$ cat src/rtl/iiitb_elc_pkg.sv
// Shared types and constants for the elevator controller.
// Holds the FSM state encoding, default floor count and direction codes.
package iiitb_elc_pkg;

  localparam int N_FLOORS_DEF = 8;

  localparam logic UP   = 1'b1;
  localparam logic DOWN = 1'b0;

  typedef enum logic [1:0] {
    IDLE      = 2'd0,
    MOVE_UP   = 2'd1,
    MOVE_DOWN = 2'd2,
    DOOR_OPEN = 2'd3
  } state_t;

endpackage

$ cat src/rtl/iiitb_elc_onehot_chk.sv
// One-hot checker: flags a vector with exactly one bit set and reports that bit's index.
// Purely combinational; index is 0 when the vector is not one-hot.
module iiitb_elc_onehot_chk #(
  parameter int N  = 8,
  parameter int IW = (N > 1) ? $clog2(N) : 1
) (
  input  logic [N-1:0]  vec,
  output logic          valid,
  output logic [IW-1:0] idx
);

  // One-hot test: non-zero and clearing the lowest set bit leaves nothing
  always_comb begin
    valid = (vec != '0) && ((vec & (vec - N'(1))) == '0);
  end

  // Index of the set bit; only meaningful when valid
  always_comb begin
    idx = '0;
    for (int i = 0; i < N; i++) begin
      if (vec[i] && valid) idx = IW'(i);
    end
  end

endmodule

$ cat src/rtl/iiitb_elc.sv
// Elevator controller: one-hot car position stepping one floor per clock toward a latched target.
// Departure takes one edge after the request, then one floor per edge; all outputs registered.
// over_weight freezes motion and keeps the door open; over_time only matters with the door open.
module iiitb_elc
  import iiitb_elc_pkg::*;
#(
  parameter int N_FLOORS = N_FLOORS_DEF
) (
  input  logic                clk,
  input  logic                reset,
  input  logic [N_FLOORS-1:0] request_floor,
  input  logic [N_FLOORS-1:0] in_current_floor,
  input  logic                over_time,
  input  logic                over_weight,
  output logic                direction,
  output logic [N_FLOORS-1:0] out_current_floor,
  output logic                complete,
  output logic                door_alert,
  output logic                weight_alert
);

  localparam int IW = (N_FLOORS > 1) ? $clog2(N_FLOORS) : 1;

  state_t              state;
  logic [N_FLOORS-1:0] target;

  logic                req_ok;
  logic [IW-1:0]       req_idx;
  logic                cur_ok;
  logic [IW-1:0]       cur_idx;
  logic                in_ok;
  logic [IW-1:0]       in_idx;

  logic [N_FLOORS-1:0] up_next;
  logic [N_FLOORS-1:0] dn_next;
  logic [N_FLOORS-1:0] reset_floor;
  logic                accept;

  iiitb_elc_onehot_chk #(.N(N_FLOORS), .IW(IW)) u_req_chk (
    .vec   (request_floor),
    .valid (req_ok),
    .idx   (req_idx)
  );

  iiitb_elc_onehot_chk #(.N(N_FLOORS), .IW(IW)) u_cur_chk (
    .vec   (out_current_floor),
    .valid (cur_ok),
    .idx   (cur_idx)
  );

  iiitb_elc_onehot_chk #(.N(N_FLOORS), .IW(IW)) u_in_chk (
    .vec   (in_current_floor),
    .valid (in_ok),
    .idx   (in_idx)
  );

  // Next positions, reset start floor and the request acceptance condition
  always_comb begin
    up_next     = out_current_floor << 1;
    dn_next     = out_current_floor >> 1;
    reset_floor = in_ok ? (N_FLOORS'(1) << in_idx) : N_FLOORS'(1);
    accept      = req_ok && cur_ok && (request_floor != out_current_floor) && !over_weight;
  end

  // Controller FSM with all outputs registered alongside the state
  always_ff @(posedge clk) begin
    if (reset) begin
      state             <= IDLE;
      out_current_floor <= reset_floor;
      target            <= '0;
      direction         <= DOWN;
      complete          <= 1'b0;
      door_alert        <= 1'b0;
      weight_alert      <= 1'b0;
    end else begin
      weight_alert <= over_weight;
      door_alert   <= 1'b0;
      unique case (state)
        IDLE: begin
          if (accept) begin
            target    <= request_floor;
            direction <= (req_idx > cur_idx) ? UP : DOWN;
            complete  <= 1'b0;
            state     <= (req_idx > cur_idx) ? MOVE_UP : MOVE_DOWN;
          end
        end
        MOVE_UP: begin
          if (!over_weight) begin
            if (out_current_floor[N_FLOORS-1]) begin
              // Top floor reached without meeting the target: stop rather than wrap
              state <= IDLE;
            end else begin
              out_current_floor <= up_next;
              if (up_next == target) begin
                state    <= DOOR_OPEN;
                complete <= 1'b1;
              end
            end
          end
        end
        MOVE_DOWN: begin
          if (!over_weight) begin
            if (out_current_floor[0]) begin
              // Bottom floor reached without meeting the target: stop rather than wrap
              state <= IDLE;
            end else begin
              out_current_floor <= dn_next;
              if (dn_next == target) begin
                state    <= DOOR_OPEN;
                complete <= 1'b1;
              end
            end
          end
        end
        DOOR_OPEN: begin
          door_alert <= over_time;
          if (!over_time && !over_weight) state <= IDLE;
        end
        default: state <= IDLE;
      endcase
    end
  end

endmodule

$ cat config.mk
export PLATFORM = sky130hd
export DESIGN_NAME = iiitb_elc
export DESIGN_NICKNAME = d
export VERILOG_FILES = /design/src/rtl/iiitb_elc_pkg.sv /design/src/rtl/iiitb_elc_onehot_chk.sv /design/src/rtl/iiitb_elc.sv
export SDC_FILE = /design/constraint.sdc
export NUM_CORES = 1
export LEC_CHECK = 0
export ABC_CLOCK_PERIOD_IN_PS = 4700
export BUFFER_PORTS_ARGS = -buffer_cell sky130_fd_sc_hd__buf_2
export CAP_MARGIN = 5
export CELL_PAD_IN_SITES_DETAIL_PLACEMENT = 0
export CELL_PAD_IN_SITES_GLOBAL_PLACEMENT = 1
export CORE_MARGIN = 4
export CORE_UTILIZATION = 45
export DETAILED_ROUTE_END_ITERATION = 10
export GPL_ROUTABILITY_DRIVEN = 0
export PLACE_DENSITY_LB_ADDON = 0.1
export SYNTH_ARGS = -nofsm -noshare
export SYNTH_HDL_FRONTEND = slang
export SYNTH_SLANG_ARGS = --single-unit
$ cat constraint.sdc
create_clock -name clk -period 4.7 [get_ports clk]
set_input_delay 0.235 -clock clk [delete_from_list [all_inputs] [get_ports clk]]
set_output_delay 0.235 -clock clk [all_outputs]
set_load 0.005 [all_outputs]
==> results by group, run 1 <==
Outcome
  • Status: completed

Power and ir drop
  • Power per cell area: 295 nW/um^2
  • Pwr Total: 0.647 mW
  • Power spent charging and discharging nets: 0.233 mW
  • Leak: 0.865 nW
  • Worst supply voltage drop on vdd: 0.000197 V
  • Internal Dissipation: 0.414 mW
  • Clock power share: 28.6%
  • Share of total power in combinational logic: 32.5%
  • Sequential share of power: 38.9%
  • Fraction of power spent switching nets: 36.0%

Floorplanning
  • Placeable core region: 4320 sq um
  • Floorplan die area: 5600 sq um
  • Die Height: 74.8 um
  • Ports: 32
  • Starting utilization of the core area: 46.5%
  • Die W: 74.8 um
  • Rows: 24

Routing
  • Detailed Route Iter0 Violations: 191
  • Detailed-route wire length: 5.42 mm
  • Final routed wire length divided by cell count: 16.9 um
  • Remaining DRCs: 0
  • Post-route antenna net violation count: 0
  • Detailed Routing Iterations Pass 1: 4
  • Overall via count from detail_route: 1,927
  • Vias per cell: 6.00

Logic synthesis
  • Post-synthesis area per instance: 7.82 sq um
  • Flip-flop cell with the highest count after synthesis: dfxtp_1
  • Synthesized netlist cell count: 257
  • Fraction of post-synthesis cell area in the top cell type by area: 13.9%
  • Cell with the most instances after synthesis: nor2_1
  • Most numerous cell types in the synthesized netlist: nor2_1, a21oi_1, xor2_1
  • Synthesis-stage register bit count: 22
  • Async SR Flop Fraction: 0%
  • Proportion of synthesized chip area in sequential cells: 25.9%
  • Post-synth top area cell: dfxtp_1
  • Number of distinct library cells after synthesis: 53
  • Mapped Nets: 285
  • Post-Syn Area: 2010 sq um
  • Number of enable flip-flop cells after synthesis: 8
  • Yosys warning total: 0
  • Cell types occupying the most area after synthesis: dfxtp_1, edfxtp_1, xor2_1, a21oi_1, ha_1

STA
  • Final setup violation count: 0
  • Final cycle utilization of the critical path: 64.8%
  • RSZ-0062 raised after global routing: false
  • Post-route setup slack: 1.65 ns
  • Total negative slack for setup checks: 0 ns
  • Minimum hold slack: 0.218 ns
  • Slew at the pin with the worst max-slew slack: 0.654 ns
  • Number of pins exceeding their max-slew limit in the final report: 0
  • Worst slew margin relative to its limit: 56.4%
  • Final Hold Viols: 0
  • Fmax achieved: 328 MHz
  • Min cycle time layout: 3.05 ns
  • Worst clock skew on the final layout: 0.0121 ns

CTS
  • # Post-CTS Setup Buffers: 0
  • Clock slew seen by the registers of the worst setup and hold paths: 0.08 ns
  • Clk Latency, worst-skew pair: 0.28 ns
  • Cts-stage hold buffer count: 0
  • Longest Clk Path Bufs: 2
  • Number of H-tree levels: 1
  • TritonCTS buffer count: 3
  • Clock tree from TritonCTS: yes
  • Clock sink count: 22
  • Post-cts repair resize count: 0
  • CTS root buffer: clkbuf_8

GRT
  • Number of global-route vias before repair: 1,752
  • Initial antenna violation count: 0
  • Global-route congestion overflow total: 0
  • Pin count of the biggest net entering global routing: 24
  • First-pass GRT wire length: 8.98 mm
  • GRT Resource Usage Total: 20.6%

Setup path
  • Number of buffers and inverters on the critical path: 0
  • Top cell family by delay on the critical path: compound AO/OA/AOI/OAI gates
  • Cell with the biggest individual delay on the critical path: or4_4
  • Worst setup path class: register to register
  • Maximum single-stage delay on the critical path: 0.62 ns
  • Data required time of the critical path: 4.86 ns
  • Worst-path cell chain: or4_4 -> a2111oi_2 -> a211oi_2 -> a211o_1 -> ha_1 -> nor2b_1 -> o21ai_0 -> a32oi_1 -> a21oi_1 -> mux2_2
  • Data arrival time at the worst-slack endpoint: 3.21 ns
  • Reg-to-reg critical path endpoint: state[1]
  • Critical Path End Type: register
  • CP Launch Type: register
  • Worst R2R Start: out_current_floor[0]
  • Worst R2R Path Depth: 10
  • Top fanout value on the critical path: 10
  • Register-to-register setup slack: 1.65 ns

Place
  • DP Wirelength: 3.99 mm
  • Post-placement setup slack: 1.68 ns
  • Count of input and output buffers: 31

Final layout
  • Area growth syn-to-layout: 9.22%
  • Net total in the final layout: 298
  • Count of fill cells added during filler insertion: 454
  • Total inserted antenna cells: 0
  • Fraction of final layout cells with drive strength greater than 1: 17.8%

Hold path
  • Critical hold path startpoint: over_time
  • WHS Path Cells: 3
  • End point of the most critical hold path: door_alert
  • HP Class: input port to register

Flow run
  • Total of max-cap violations: 0
-- worst reg2reg max path: stages (launching register included) --
cell and delay, ns:
edfxtp_1 0.58, or4_4 0.62, a2111oi_2 0.26, a211oi_2 0.14, a211o_1 0.26, ha_1 0.29, nor2b_1 0.12, o21ai_0 0.08
a32oi_1 0.24, a21oi_1 0.10, mux2_2 0.26
-- placed cells by master (no fill, tap or decap), drive strengths merged, types with 2 or more instances in the layout --
| cell type | n |
|---|---|
| o21bai | 2 |
| a211o | 3 |
| nor3 | 5 |
| nand3 | 10 |
| o21ai | 17 |
| or2 | 4 |
| nor2b | 3 |
| o31ai | 5 |
| dfxtp | 14 |
| inv | 12 |
| maj3 | 2 |
| o32ai | 2 |
| nor3b | 5 |
| a31oi | 4 |
| xor2 | 23 |
| a211oi | 3 |
| nor4 | 8 |
| ha | 8 |
| buf | 32 |
| nand2 | 7 |
| a21oi | 23 |
| o21a | 3 |
| clkbuf | 3 |
| mux2i | 2 |
| o211ai | 4 |
| mux2 | 2 |
| a2111oi | 2 |
| nand2b | 7 |
| nor2 | 26 |
| edfxtp | 8 |
| or4 | 6 |
-- power by group through the flow --
stage | clock [mW] | combinational, mW | sequential [mW]
after floorplan | 0 | 0.183 | 0.225
after global placement | 0 | 0.209 | 0.255
after detailed placement | 0 | 0.208 | 0.255
after CTS | 0.188 | 0.209 | 0.251
after global routing | 0.197 | 0.240 | 0.254
final | 0.185 | 0.210 | 0.252
-- layer usage --
| metal | share of wire, % | routed length, um | up-vias | GRT usage, % |
|---|---|---|---|---|
| met2 | 45 | 2440 | 64 | 29.3 |
| met4 | 0.46 | 25 | 0 | 4.94 |
| met1 | 48 | 2610 | 901 | 32.0 |
| li1 | - | - | 960 | - |
| met5 | 0 | 0 | - | 0 |
| met3 | 6.3 | 344 | 2 | 3.34 |
-- stage by stage --
stage	utilization (%)	std cells	cell area, sq um
floorplan	-	257	2010
global placement	49.1	317	2120
detailed placement	49.1	317	2120
global route	50.8	321	2190
finish	50.8	321	2190
CTS	50.8	321	2190
-- how the worst max path moves through the flow --
| stage | end | from | slack, ns | cells after the start |
|---|---|---|---|---|
| floorplan | state[1] | out_current_floor[0] | 1.89 | 11 |
| global placement | state[1] | out_current_floor[0] | 1.71 | 10 |
| detailed placement | state[1] | out_current_floor[0] | 1.68 | 10 |
| CTS | state[1] | out_current_floor[0] | 1.66 | 10 |
| global route | state[1] | out_current_floor[0] | 1.38 | 11 |
| finish | state[1] | out_current_floor[0] | 1.65 | 10 |
-- area by class of cell --
| cell class | count | area [sq um] | area share (%) |
|---|---|---|---|
| timing repair buffer | 32 | 163 | 7.41 |
| sequential | 22 | 520 | 23.7 |
| multi-input combinational | 199 | 1330 | 60.6 |
| clock inverter | 1 | 30.0 | 1.37 |
| tap | 52 | 65.1 | 2.96 |
| clock buffer | 3 | 41.3 | 1.88 |
| inverter | 12 | 45.0 | 2.05 |
-- registers in the layout (all words and copies together), names as in the netlist --
register	count
state	2
target	8
direction	1
complete	1
door_alert	1
weight_alert	1
out_current_floor	8
-- cell families after synthesis --
group	share of synthesized area, %
compound gates	24.1
flops	25.9
buf+inv	7.91
fa+ha+maj	5.98
mux	2.12
xor+xnor	10.5
simple gates	23.5
No activity file was read; power rests on OpenSTA's default activity.
==> run 2: changes to the inputs <==
--- a/config.mk
+++ b/config.mk
@@ -5,13 +5,13 @@
 export SDC_FILE = /design/constraint.sdc
 export NUM_CORES = 1
 export LEC_CHECK = 0
-export ABC_CLOCK_PERIOD_IN_PS = 4700
+export ABC_CLOCK_PERIOD_IN_PS = 3100
 export BUFFER_PORTS_ARGS = -buffer_cell sky130_fd_sc_hd__buf_2
 export CAP_MARGIN = 5
 export CELL_PAD_IN_SITES_DETAIL_PLACEMENT = 0
 export CELL_PAD_IN_SITES_GLOBAL_PLACEMENT = 1
 export CORE_MARGIN = 4
-export CORE_UTILIZATION = 45
+export CORE_UTILIZATION = 42
 export DETAILED_ROUTE_END_ITERATION = 10
 export GPL_ROUTABILITY_DRIVEN = 0
 export PLACE_DENSITY_LB_ADDON = 0.1
==> constraint.sdc (replaced) <==
create_clock -name clk -period 3.1 [get_ports clk]
set_input_delay 0.155 -clock clk [delete_from_list [all_inputs] [get_ports clk]]
set_output_delay 0.155 -clock clk [all_outputs]
set_load 0.005 [all_outputs]
==> run 2 against run 1 <==
  * Maximum frequency rose by 5.2%
  * Design area rose by 2.3%
  * Via count fell by 0.99%
  * Worst hold slack got worse by 0.047 ns
  * Highest routed layer unchanged
  * Non-clock buffer count rose by 9
  * Critical path type unchanged
  * First-iteration DRC count fell by 48%
==> results by group, run 2 (synthesized netlist as in run 1, its figures left out) <==
Outcome
  • Status: completed (unchanged)

Routing
  • Detailed-route wire length: 5.24 mm (was 5.42 mm)
  • Vias per cell: 5.78 (was 6.00)
  • Detailed Route Iter0 Violations: 99 (was 191)
  • Overall via count from detail_route: 1,908 (was 1,927)
  • Detailed Routing Iterations Pass 1: 4 (unchanged)
  • Final routed wire length divided by cell count: 15.9 um (was 16.9 um)
  • Remaining DRCs: 0 (unchanged)
  • Post-route antenna net violation count: 0 (unchanged)

STA
  • Number of pins exceeding their max-slew limit in the final report: 0 (unchanged)
  • Worst slew margin relative to its limit: 70.8% (was 56.4%)
  • Minimum hold slack: 0.170 ns (was 0.218 ns)
  • Post-route setup slack: 0.206 ns (was 1.65 ns)
  • Total negative slack for setup checks: 0 ns (unchanged)
  • Min cycle time layout: 2.89 ns (was 3.05 ns)
  • Final setup violation count: 0 (unchanged)
  • Worst clock skew on the final layout: 0.00321 ns (was 0.0121 ns)
  • Slew at the pin with the worst max-slew slack: 0.439 ns (was 0.654 ns)
  • Fmax achieved: 345 MHz (was 328 MHz)
  • Final Hold Viols: 0 (unchanged)
  • Final cycle utilization of the critical path: 93.4% (was 64.8%)
  • RSZ-0062 raised after global routing: false (unchanged)

Place
  • Post-placement setup slack: 0.156 ns (was 1.68 ns)
  • Count of input and output buffers: 31 (unchanged)
  • Cell Count Post-Placement: 326 (was 317)
  • DP Wirelength: 4.08 mm (was 3.99 mm)
  • Cell Area, Placed: 2190 sq um (was 2120 sq um)

Setup path
  • Data arrival time at the worst-slack endpoint: 3.05 ns (was 3.21 ns)
  • Worst-path cell chain: or4_4 -> a2111oi_2 -> a211oi_2 -> a211o_1 -> ha_1 -> nor2b_1 -> o21ai_0 -> a32oi_1 -> a21oi_1 -> mux2_2 (unchanged)
  • Critical Path End Type: register (unchanged)
  • Number of buffers and inverters on the critical path: 0 (unchanged)
  • CP Launch Type: register (unchanged)
  • Data required time of the critical path: 3.25 ns (was 4.86 ns)
  • Critical path depth: 10 (unchanged)
  • Cell with the biggest individual delay on the critical path: or4_4 (unchanged)
  • Maximum single-stage delay on the critical path: 0.55 ns (was 0.62 ns)
  • Top cell family by delay on the critical path: compound AO/OA/AOI/OAI gates (unchanged)
  • Top fanout value on the critical path: 5 (was 10)
  • Worst R2R Path Depth: 10 (unchanged)
  • Worst setup path class: register to register (unchanged)

Flow run
  • Total of max-cap violations: 0 (unchanged)

GRT
  • Number of global-route vias before repair: 1,692 (was 1,752)
  • GRT Resource Usage Total: 17.5% (was 20.6%)
  • Global-route congestion overflow total: 0 (unchanged)
  • Pin count of the biggest net entering global routing: 24 (unchanged)
  • First-pass GRT wire length: 8.58 mm (was 8.98 mm)
  • Initial antenna violation count: 0 (unchanged)

Hold path
  • HP Class: input port to register (unchanged)
  • WHS Path Cells: 3 (unchanged)

Final layout
  • Net total in the final layout: 307 (was 298)
  • Most common library cell in the layout ignoring fill and taps: buf_2 (unchanged)
  • Most frequent cells in the layout: buf_2, nor2_1, a21oi_1, xor2_1, dfxtp_1 (unchanged)
  • Total inserted antenna cells: 0 (unchanged)
  • Final non-filler cell area: 2250 sq um (was 2190 sq um)
  • Utilization after layout: 49.9% (was 50.8%)
  • Final cell count without fillers: 330 (was 321)
  • Largest registers in the final layout: out_current_floor: 8 flops, target: 8 flops, state: 2 flops (unchanged)
  • Area growth syn-to-layout: 11.8% (was 9.22%)
  • Fraction of final layout cells with drive strength greater than 1: 20.5% (was 17.8%)

CTS
  • Cts-stage hold buffer count: 0 (unchanged)
  • TritonCTS buffer count: 3 (unchanged)
  • Clock slew seen by the registers of the worst setup and hold paths: 0.08 ns (about the same)
  • # Post-CTS Setup Buffers: 0 (unchanged)
  • Clock tree from TritonCTS: yes (unchanged)
  • Clock sink count: 22 (unchanged)
  • Post-cts repair resize count: 0 (unchanged)
  • Number of H-tree levels: 1 (unchanged)
  • Clk Latency, worst-skew pair: 0.26 ns (was 0.28 ns)
  • Longest Clk Path Bufs: 2 (unchanged)
  • CTS root buffer: clkbuf_8 (unchanged)

Power and ir drop
  • Worst supply voltage drop on vdd: 0.000245 V (was 0.000197 V)
  • Leak: 0.903 nW (was 0.865 nW)
  • Pwr Total: 0.927 mW (was 0.647 mW)
  • Power per cell area: 413 nW/um^2 (was 295 nW/um^2)

Floorplanning
  • Ports: 32 (unchanged)
  • Die Height: 77.2 um (was 74.8 um)
  • Placeable core region: 4500 sq um (was 4320 sq um)
  • Rows: 24 (unchanged)
  • Starting utilization of the core area: 44.6% (was 46.5%)
  • Die W: 77.2 um (was 74.8 um)
  • Floorplan die area: 5960 sq um (was 5600 sq um)
run 2: changes by cell type in the layout (fill, tap and decap cells not counted):
| cell | change |
|---|---|
| bufinv_16 | -1 |
| buf_4 | +9 |
| clkbuf_8 | +1 |
run 2: path summary, 6_finish.rpt:
path                   startpoint    endpoint  slack (ns)
max          out_current_floor[1]    state[1]        0.21
min                     over_time  door_alert        0.17
max reg2reg  out_current_floor[1]    state[1]        0.21
min reg2reg              complete    complete        0.47
run 2: where the power goes:
part,leakage (nW),switching [mW],internal [mW]
registers,0.195,0.0227,0.324
clock network,0.0288,0.0920,0.113
logic,0.679,0.225,0.150
total,0.903,0.340,0.587
run 2: layout make-up:
cell class                      instances  area [sq um]
Clock buffer                            4          55.1
Inverter                               12          45.0
Timing Repair Buffer                   41           230
Fill cell                             455          2260
Tap cell                               52          65.1
Sequential cell                        22           520
Multi-Input combinational cell        199          1330
run 2: worst min-delay path: cells and delay by family:
family                 cells  cell delay (ns)
AND/OR/NAND/NOR            2             0.17
buffers and inverters      1             0.08
run 2: metal layers:
layer | vias to the layer above | track usage, % | share of wire [%]
met5 | - | 0 | 0
met4 | 0 | 1.60 | 0.36
met3 | 2 | 2.46 | 5.7
met2 | 50 | 26.7 | 45
met1 | 879 | 26.7 | 49
li1 | 977 | - | -
